$ cat config.mk
export PLATFORM = sky130hd
export DESIGN_NAME = perceptron_weight_updater
export DESIGN_NICKNAME = d
export VERILOG_FILES = /design/src/rtl/perceptron_pkg.sv /design/src/rtl/perceptron_weight_updater_sat.sv /design/src/rtl/perceptron_weight_updater.sv
export SDC_FILE = /design/constraint.sdc
export NUM_CORES = 1
export LEC_CHECK = 0
export BUFFER_PORTS_ARGS = -buffer_cell sky130_fd_sc_hd__buf_2
export CAP_MARGIN = 20
export CELL_PAD_IN_SITES_DETAIL_PLACEMENT = 0
export CELL_PAD_IN_SITES_GLOBAL_PLACEMENT = 2
export CORE_ASPECT_RATIO = 1.5
export CORE_MARGIN = 2
export CORE_UTILIZATION = 33
export DETAILED_ROUTE_END_ITERATION = 16
export PLACE_DENSITY_LB_ADDON = 0.05
export REMOVE_ABC_BUFFERS = 1
export SLEW_MARGIN = 10
export SYNTH_ARGS = -nofsm -noshare
export SYNTH_HDL_FRONTEND = slang
export SYNTH_HIERARCHICAL = 1
export SYNTH_SLANG_ARGS = --single-unit
$ cat constraint.sdc
create_clock -name clk -period 18.4 [get_ports clk]
set_input_delay 3.68 -clock clk [delete_from_list [all_inputs] [get_ports clk]]
set_output_delay 3.68 -clock clk [all_outputs]
set_load 0.01 [all_outputs]
$ cat src/rtl/perceptron_pkg.sv
// Shared definitions for the perceptron weight update path: default sizes,
// the updater FSM state encoding, the default-width signed weight type and a
// saturating 16-bit magnitude helper.
package perceptron_pkg;

    localparam int DEFAULT_HISTORY_LENGTH = 32;
    localparam int DEFAULT_WEIGHT_WIDTH   = 8;

    // Updater sequencing: IDLE accepts, CHECK decides train/skip,
    // UPDATE walks the lane groups, DONE holds the result for the consumer.
    typedef enum logic [1:0] {
        ST_IDLE   = 2'd0,
        ST_CHECK  = 2'd1,
        ST_UPDATE = 2'd2,
        ST_DONE   = 2'd3
    } state_t;

    // Signed perceptron weight at the default width.
    typedef logic signed [DEFAULT_WEIGHT_WIDTH-1:0] weight_t;

    // |v| for a signed 16-bit value; -32768 has no positive twin and
    // saturates to 32767.
    function automatic logic [15:0] sat_abs16(input logic signed [15:0] v);
        logic [15:0] mag;
        mag = v[15] ? (~v + 16'd1) : v;
        if (mag[15]) begin
            mag = 16'h7FFF;
        end
        return mag;
    endfunction

endpackage

$ cat src/rtl/perceptron_weight_updater_sat.sv
// weight_sat_adjust: moves one signed weight by +1 or -1, clamped to the
// representable range (no wrap-around). Purely combinational, zero latency.
// Ports: weight (current), inc (1 = +1, 0 = -1), weight_next (result).
module weight_sat_adjust #(
    parameter int WIDTH = 8
) (
    input  logic signed [WIDTH-1:0] weight,
    input  logic                    inc,
    output logic signed [WIDTH-1:0] weight_next
);

    localparam logic signed [WIDTH-1:0] W_MAX = {1'b0, {(WIDTH-1){1'b1}}};
    localparam logic signed [WIDTH-1:0] W_MIN = {1'b1, {(WIDTH-1){1'b0}}};

    always_comb begin
        weight_next = weight;
        if (inc) begin
            if (weight != W_MAX) begin
                weight_next = weight + WIDTH'(1);
            end
        end else begin
            if (weight != W_MIN) begin
                weight_next = weight - WIDTH'(1);
            end
        end
    end

endmodule

$ cat src/rtl/perceptron_weight_updater.sv
// perceptron_weight_updater: trains one perceptron weight vector per request.
// Latency: CHECK one cycle after acceptance, then ceil((HISTORY_LENGTH+1)/LANES)
//   UPDATE cycles when training, then DONE; no training goes CHECK -> DONE.
// Backpressure: req_ready only in IDLE; the result is held in DONE until out_ready.
// Ports: clk/rst (async active-high); req_valid/req_ready with history,
//   weights_in (index HISTORY_LENGTH is bias), dot_product, actual_taken;
//   out_valid/out_ready with weights_out and trained.
// Optional: define PERCEPTRON_UPDATE_STATS_EN to add saturating 32-bit
//   train_count / skip_count outputs, bumped once per request in CHECK.
module perceptron_weight_updater
    import perceptron_pkg::*;
#(
    parameter int HISTORY_LENGTH = DEFAULT_HISTORY_LENGTH,
    parameter int WEIGHT_WIDTH   = DEFAULT_WEIGHT_WIDTH,
    parameter int THRESHOLD      = 75,
    parameter int LANES          = 4
) (
    input  logic                           clk,
    input  logic                           rst,
    input  logic                           req_valid,
    output logic                           req_ready,
    input  logic [HISTORY_LENGTH-1:0]      history,
    input  logic signed [WEIGHT_WIDTH-1:0] weights_in [0:HISTORY_LENGTH],
    input  logic signed [15:0]             dot_product,
    input  logic                           actual_taken,
    output logic                           out_valid,
    input  logic                           out_ready,
    output logic signed [WEIGHT_WIDTH-1:0] weights_out [0:HISTORY_LENGTH],
    output logic                           trained
`ifdef PERCEPTRON_UPDATE_STATS_EN
    ,
    output logic [31:0]                    train_count,
    output logic [31:0]                    skip_count
`endif
);

    localparam int NUM_W      = HISTORY_LENGTH + 1;
    localparam int NUM_GROUPS = (NUM_W + LANES - 1) / LANES;
    localparam int AW         = (NUM_W > 1) ? $clog2(NUM_W) : 1;
    // Wide enough that base + LANES never overflows on the final group.
    localparam int IW         = $clog2(NUM_GROUPS * LANES + 1);

    localparam logic [AW-1:0] BIAS_IDX = AW'(HISTORY_LENGTH);
    localparam logic [IW-1:0] NUM_W_I  = IW'(NUM_W);
    localparam logic [IW-1:0] LANES_I  = IW'(LANES);
    localparam logic [15:0]   THRESH16 = 16'(THRESHOLD);

    state_t                    state;
    logic [HISTORY_LENGTH-1:0] hist_q;
    logic signed [15:0]        dot_q;
    logic                      taken_q;
    // First weight index handled by the current UPDATE cycle.
    logic [IW-1:0]             base;

    // ------------------------------------------------------------------
    // Train/skip decision, evaluated from the latched request in CHECK.
    // ------------------------------------------------------------------
    logic        pred_taken;
    logic        mispredict;
    logic [15:0] abs_dot;
    logic        do_train;

    always_comb begin
        pred_taken = ~dot_q[15];
        mispredict = (pred_taken != taken_q);
        abs_dot    = sat_abs16(dot_q);
        do_train   = mispredict || (abs_dot <= THRESH16);
    end

    // ------------------------------------------------------------------
    // Lane datapath. The bias is appended above the history so a single
    // index selects both; the bias itself moves towards the outcome
    // rather than towards agreement with a history bit.
    // ------------------------------------------------------------------
    logic [NUM_W-1:0]          hist_ext;
    logic [IW-1:0]             lane_idx [LANES];
    logic                      lane_en  [LANES];
    logic [AW-1:0]             lane_sel [LANES];
    logic                      lane_inc [LANES];
    logic signed [WEIGHT_WIDTH-1:0] lane_cur [LANES];
    logic signed [WEIGHT_WIDTH-1:0] lane_nxt [LANES];
    logic                      last_group;

    assign hist_ext   = {taken_q, hist_q};
    assign last_group = (base + LANES_I) >= NUM_W_I;

    for (genvar l = 0; l < LANES; l++) begin : g_lane
        assign lane_idx[l] = base + IW'(l);
        // Lanes past the bias in a partial final group do nothing.
        assign lane_en[l]  = lane_idx[l] < NUM_W_I;
        assign lane_sel[l] = lane_idx[l][AW-1:0];
        assign lane_inc[l] = (lane_sel[l] == BIAS_IDX) ? taken_q
                                                       : (hist_ext[lane_sel[l]] == taken_q);
        assign lane_cur[l] = lane_en[l] ? weights_out[lane_sel[l]] : '0;

        weight_sat_adjust #(
            .WIDTH(WEIGHT_WIDTH)
        ) u_weight_sat_adjust (
            .weight      (lane_cur[l]),
            .inc         (lane_inc[l]),
            .weight_next (lane_nxt[l])
        );
    end

    assign req_ready = (state == ST_IDLE);

    // ------------------------------------------------------------------
    // Sequencer. weights_out doubles as the working copy: it is loaded at
    // acceptance and edited in place lane group by lane group, so in the
    // skip case it already equals the latched weights.
    // ------------------------------------------------------------------
    always_ff @(posedge clk or posedge rst) begin
        if (rst) begin
            state     <= ST_IDLE;
            hist_q    <= '0;
            dot_q     <= '0;
            taken_q   <= 1'b0;
            base      <= '0;
            out_valid <= 1'b0;
            trained   <= 1'b0;
            for (int i = 0; i < NUM_W; i++) begin
                weights_out[i] <= '0;
            end
        end else begin
            case (state)
                ST_IDLE: begin
                    if (req_valid) begin
                        hist_q  <= history;
                        dot_q   <= dot_product;
                        taken_q <= actual_taken;
                        base    <= '0;
                        for (int i = 0; i < NUM_W; i++) begin
                            weights_out[i] <= weights_in[i];
                        end
                        state <= ST_CHECK;
                    end
                end
                ST_CHECK: begin
                    if (do_train) begin
                        state <= ST_UPDATE;
                    end else begin
                        out_valid <= 1'b1;
                        trained   <= 1'b0;
                        state     <= ST_DONE;
                    end
                end
                ST_UPDATE: begin
                    for (int l = 0; l < LANES; l++) begin
                        if (lane_en[l]) begin
                            weights_out[lane_sel[l]] <= lane_nxt[l];
                        end
                    end
                    if (last_group) begin
                        base      <= '0;
                        out_valid <= 1'b1;
                        trained   <= 1'b1;
                        state     <= ST_DONE;
                    end else begin
                        base <= base + LANES_I;
                    end
                end
                ST_DONE: begin
                    if (out_ready) begin
                        out_valid <= 1'b0;
                        trained   <= 1'b0;
                        state     <= ST_IDLE;
                    end
                end
                default: begin
                    state <= ST_IDLE;
                end
            endcase
        end
    end

`ifdef PERCEPTRON_UPDATE_STATS_EN
    // One count per request, taken when CHECK makes its decision.
    always_ff @(posedge clk or posedge rst) begin
        if (rst) begin
            train_count <= '0;
            skip_count  <= '0;
        end else if (state == ST_CHECK) begin
            if (do_train) begin
                if (train_count != '1) begin
                    train_count <= train_count + 32'd1;
                end
            end else begin
                if (skip_count != '1) begin
                    skip_count <= skip_count + 32'd1;
                end
            end
        end
    end
`endif

endmodule

==> flow_summary_export.csv <==
group,metric,value,unit
routing,drt_pre_antenna_iters,6,
grt,grt_pass1_vias,19700,
layout,stdcell_count,3267,
placement,post-dp-hpwl,65.1,mm
logic_synthesis,ys.flop_type,"dfrtp_1",
logic_synthesis,ys_warn_count,6,
routing,via_per_inst,6.02,
setup_path,cp_max_fo,31,
setup_path,path_class,"reg -> reg",
placement,dp.cells,3188,
floorplan,core_region_area,0.0565,mm2
routing,drc,0,
clock_tree,ctsResizeCount,0,
setup_path,cp.required,18.88,ns
logic_synthesis,ys_seq_area_share,42.7,%
run,maxCapViolations,0,
timing,finalSetupTns,0,ns
timing,skew,0.0238,ns
clock_tree,cts_made_buffers,37,
placement,pre_cts_slack,11.65,ns
logic_synthesis,synth_cells,1994,
clock_tree,hold_buffers,0,
layout,syn_to_final_growth,25.7,%
clock_tree,cts_setup_buffers,0,
clock_tree,clkLatencyLatePin,0.56,ns
logic_synthesis,netlist.area_leader.share,42.7,%
timing,period_needed,6.38,ns
setup_path,r2r_start,"base[2]",
power,p_per_area,253,mW/mm2
floorplan,dieArea,0.0589,mm2
layout,layout-drive-gt1-share,33.6,%
clock_tree,cts_root_buffer,"clkbuf_16",
timing,setup_viol,0,
timing,relSlewSlack,20.5,%
floorplan,rows,107,
logic_synthesis,synth_cell_types,69,
layout,fill_cells,5840,
grt,grt.overflow.total,0,
layout,post-route-util,41.8,%
floorplan,die-width,199,um
setup_path,rrSetupSlack,12.02,ns
timing,drv_slew,0,
worst_hold_path,worstHoldPathType,"reg -> reg",
setup_path,crit_arrival,6.86,ns
clock_tree,tritoncts,"done",
logic_synthesis,ys_ff_latch,321,
logic_synthesis,synthesis.area,0.0188,mm2
logic_synthesis,yosysTopAreaCell,"dfrtp_1",
placement,port_buffers,583,
timing,hold_viol_final,0,
logic_synthesis,synth_edf_count,0,
floorplan,io_pins,584,
layout,nNetsFinal,2802,
setup_path,end_kind,"flip-flop",
power,ir_drop,0.000129,V
timing,fmax,157,MHz
grt,antenna_found_initial,25,
timing,rsz0062_at_grt,"false",
placement,placed_cell_area,0.0223,mm2
clock_tree,clk_path_buf_depth,3,
worst_hold_path,worstHoldStart,"trained",
grt,grt_max_degree,154,
clock_tree,path_clk_slew,0.06,ns
grt,grt_pass1_wl,135,mm
setup_path,cp-startpoint,"base[2]",
status,status,"complete, no violations",
clock_tree,cts.sinks,321,
setup_path,start_kind,"flip-flop",
routing,vias,19700,
logic_synthesis,syn_avg_cell_area,9.42,um2
clock_tree,cts-htree-levels,2,
routing,wl_per_cell,29.1,um
logic_synthesis,synth_area_leaders,"dfrtp_1, o22ai_1, a22o_1",
grt,grt_usage,31.2,%
placement,gp_congestion,0.886,
floorplan,start_util,33.3,%
routing,drt_iter0_markers,1449,
routing,routed_wl,95.2,mm
logic_synthesis,synthArstFlopShare,100,%
timing,setup_slack,12.02,ns
timing,tightestPinTransition,1.19,ns
power,p_leak,10.4,nW
floorplan,die_y,296,um
layout,design_area,0.0236,mm2
timing,min_period_over_period,34.7,%
routing,ant_nets,0,
[power breakdown]
part | leakage, nW | switching (mW) | internal, mW
registers | 3.70 | 0.403 | 1.06
logic | 6.09 | 2.30 | 1.39
clock network | 0.645 | 0.328 | 0.494
[final cells by class]
cell class                      instances  area (um2)  area share [%]
Clock inverter                         11         186           0.789
Timing Repair Buffer                  615        3170            13.4
Tap cell                              763         955            4.04
Clock buffer                           55        1130            4.77
Multi-Input combinational cell       1337        9530            40.3
Antenna cell                           13        32.5           0.138
Inverter                              152         578            2.45
Sequential cell                       321        8040            34.1
[worst paths after layout]
| path | cells after the start | to |
|---|---|---|
| max | 16 | weights_out[165] |
| min | 1 | trained |
| max reg2reg | 16 | weights_out[165] |
| min reg2reg | 1 | trained |
| max in group asynchronous | 4 | base[2] |
| min in group asynchronous | 2 | weights_out[209] |
[synthesized netlist by cell type, types with 5 or more instances]
library cell  instances
a31o_2                8
nor3_1               30
clkbuf_1            136
dfrtp_1             321
nand2b_1             19
a221oi_1             27
or3b_1                5
buf_1                19
a31oi_1              23
buf_4                 6
mux2_2               55
a21oi_1             184
o22ai_1             382
nand2_1             138
nand4b_1              5
nand4_1              10
a21o_1                7
inv_1               151
ha_1                 21
o21bai_1              5
mux4_2               40
o31ai_1               7
nand3_1              28
o31a_1                8
o21ai_0              23
o32ai_1               5
buf_2                17
mux2i_1              12
nor3_2                5
xnor2_1              19
nor2_1               59
a22oi_1              17
a22o_1              124
a32o_1                5
nor4_1                8
[cells by family (layout without fill, tap and decap cells)]
logic type | after synthesis | count (layout) | share of synthesized area [%]
AOI/OAI and AO/OA | 849 | 849 | 29.9
xor gates and xnor gates | 20 | 20 | 0.932
adders and majority gates | 21 | 21 | 1.40
buffers and inverters | 336 | 833 | 7.16
DFF | 321 | 321 | 42.7
muxes | 107 | 107 | 8.73
other | 0 | 13 | 0
and+or+nand+nor | 340 | 340 | 9.12
[stage by stage]
stage | hold slack (ns) | power [mW]
floorplan | 0.474 | 3.74
global placement | 0.472 | 5.09
detailed placement | 0.468 | 5.13
CTS | 0.482 | 5.97
global route | 0.495 | 6.33
finish | 0.479 | 5.98
[metal layers]
layer  track usage [%]  vias up  share of wire, %
met4              13.0       30               4.0
met2              53.8      940                50
li1                  -     8614                 -
met3              6.81      205               7.4
met1              37.6     9880                39
met5                 0        -              0.23
[worst max-delay path, stage by stage (launching register included)]
cell and delay, ns:
dfrtp_4 0.77, buf_4 0.68, nand2b_1 0.23, nor3_2 0.64, buf_4 0.44, a22o_1 0.19, a221oi_1 0.05, a31oi_1 0.75
inv_1 0.24, ha_1 0.31, and4bb_2 0.26, a21oi_2 0.28, nor2_1 0.08, o22ai_1 0.56, nand2_1 0.36, o22ai_1 0.25
a22o_1 0.16
[flip-flops by register name, indices dropped and copies added, names as in the netlist]
| name | flops |
|---|---|
| state | 2 |
| base | 4 |
| out_valid | 1 |
| hist_q | 32 |
| weights_out | 264 |
| trained | 1 |
| taken_q | 1 |
| dot_q | 16 |
[cell usage in the layout (no fill, tap or decap), types with 12 or more instances in the layout]
cell type,instances
clkbuf_16,39
dfrtp_1,317
a221oi_1,27
mux2i_1,12
o21ai_0,23
nand2_1,126
a22o_1,124
mux2_2,55
inv_1,150
mux4_2,40
nor2_1,57
ha_1,20
nand2b_1,19
diode_2,13
xnor2_1,19
buf_2,583
buf_4,31
a31oi_1,23
a21oi_1,183
nor3_1,26
a22oi_1,17
o22ai_1,382
nand3_1,27
Note: power is estimated with default switching activity, not from simulation.
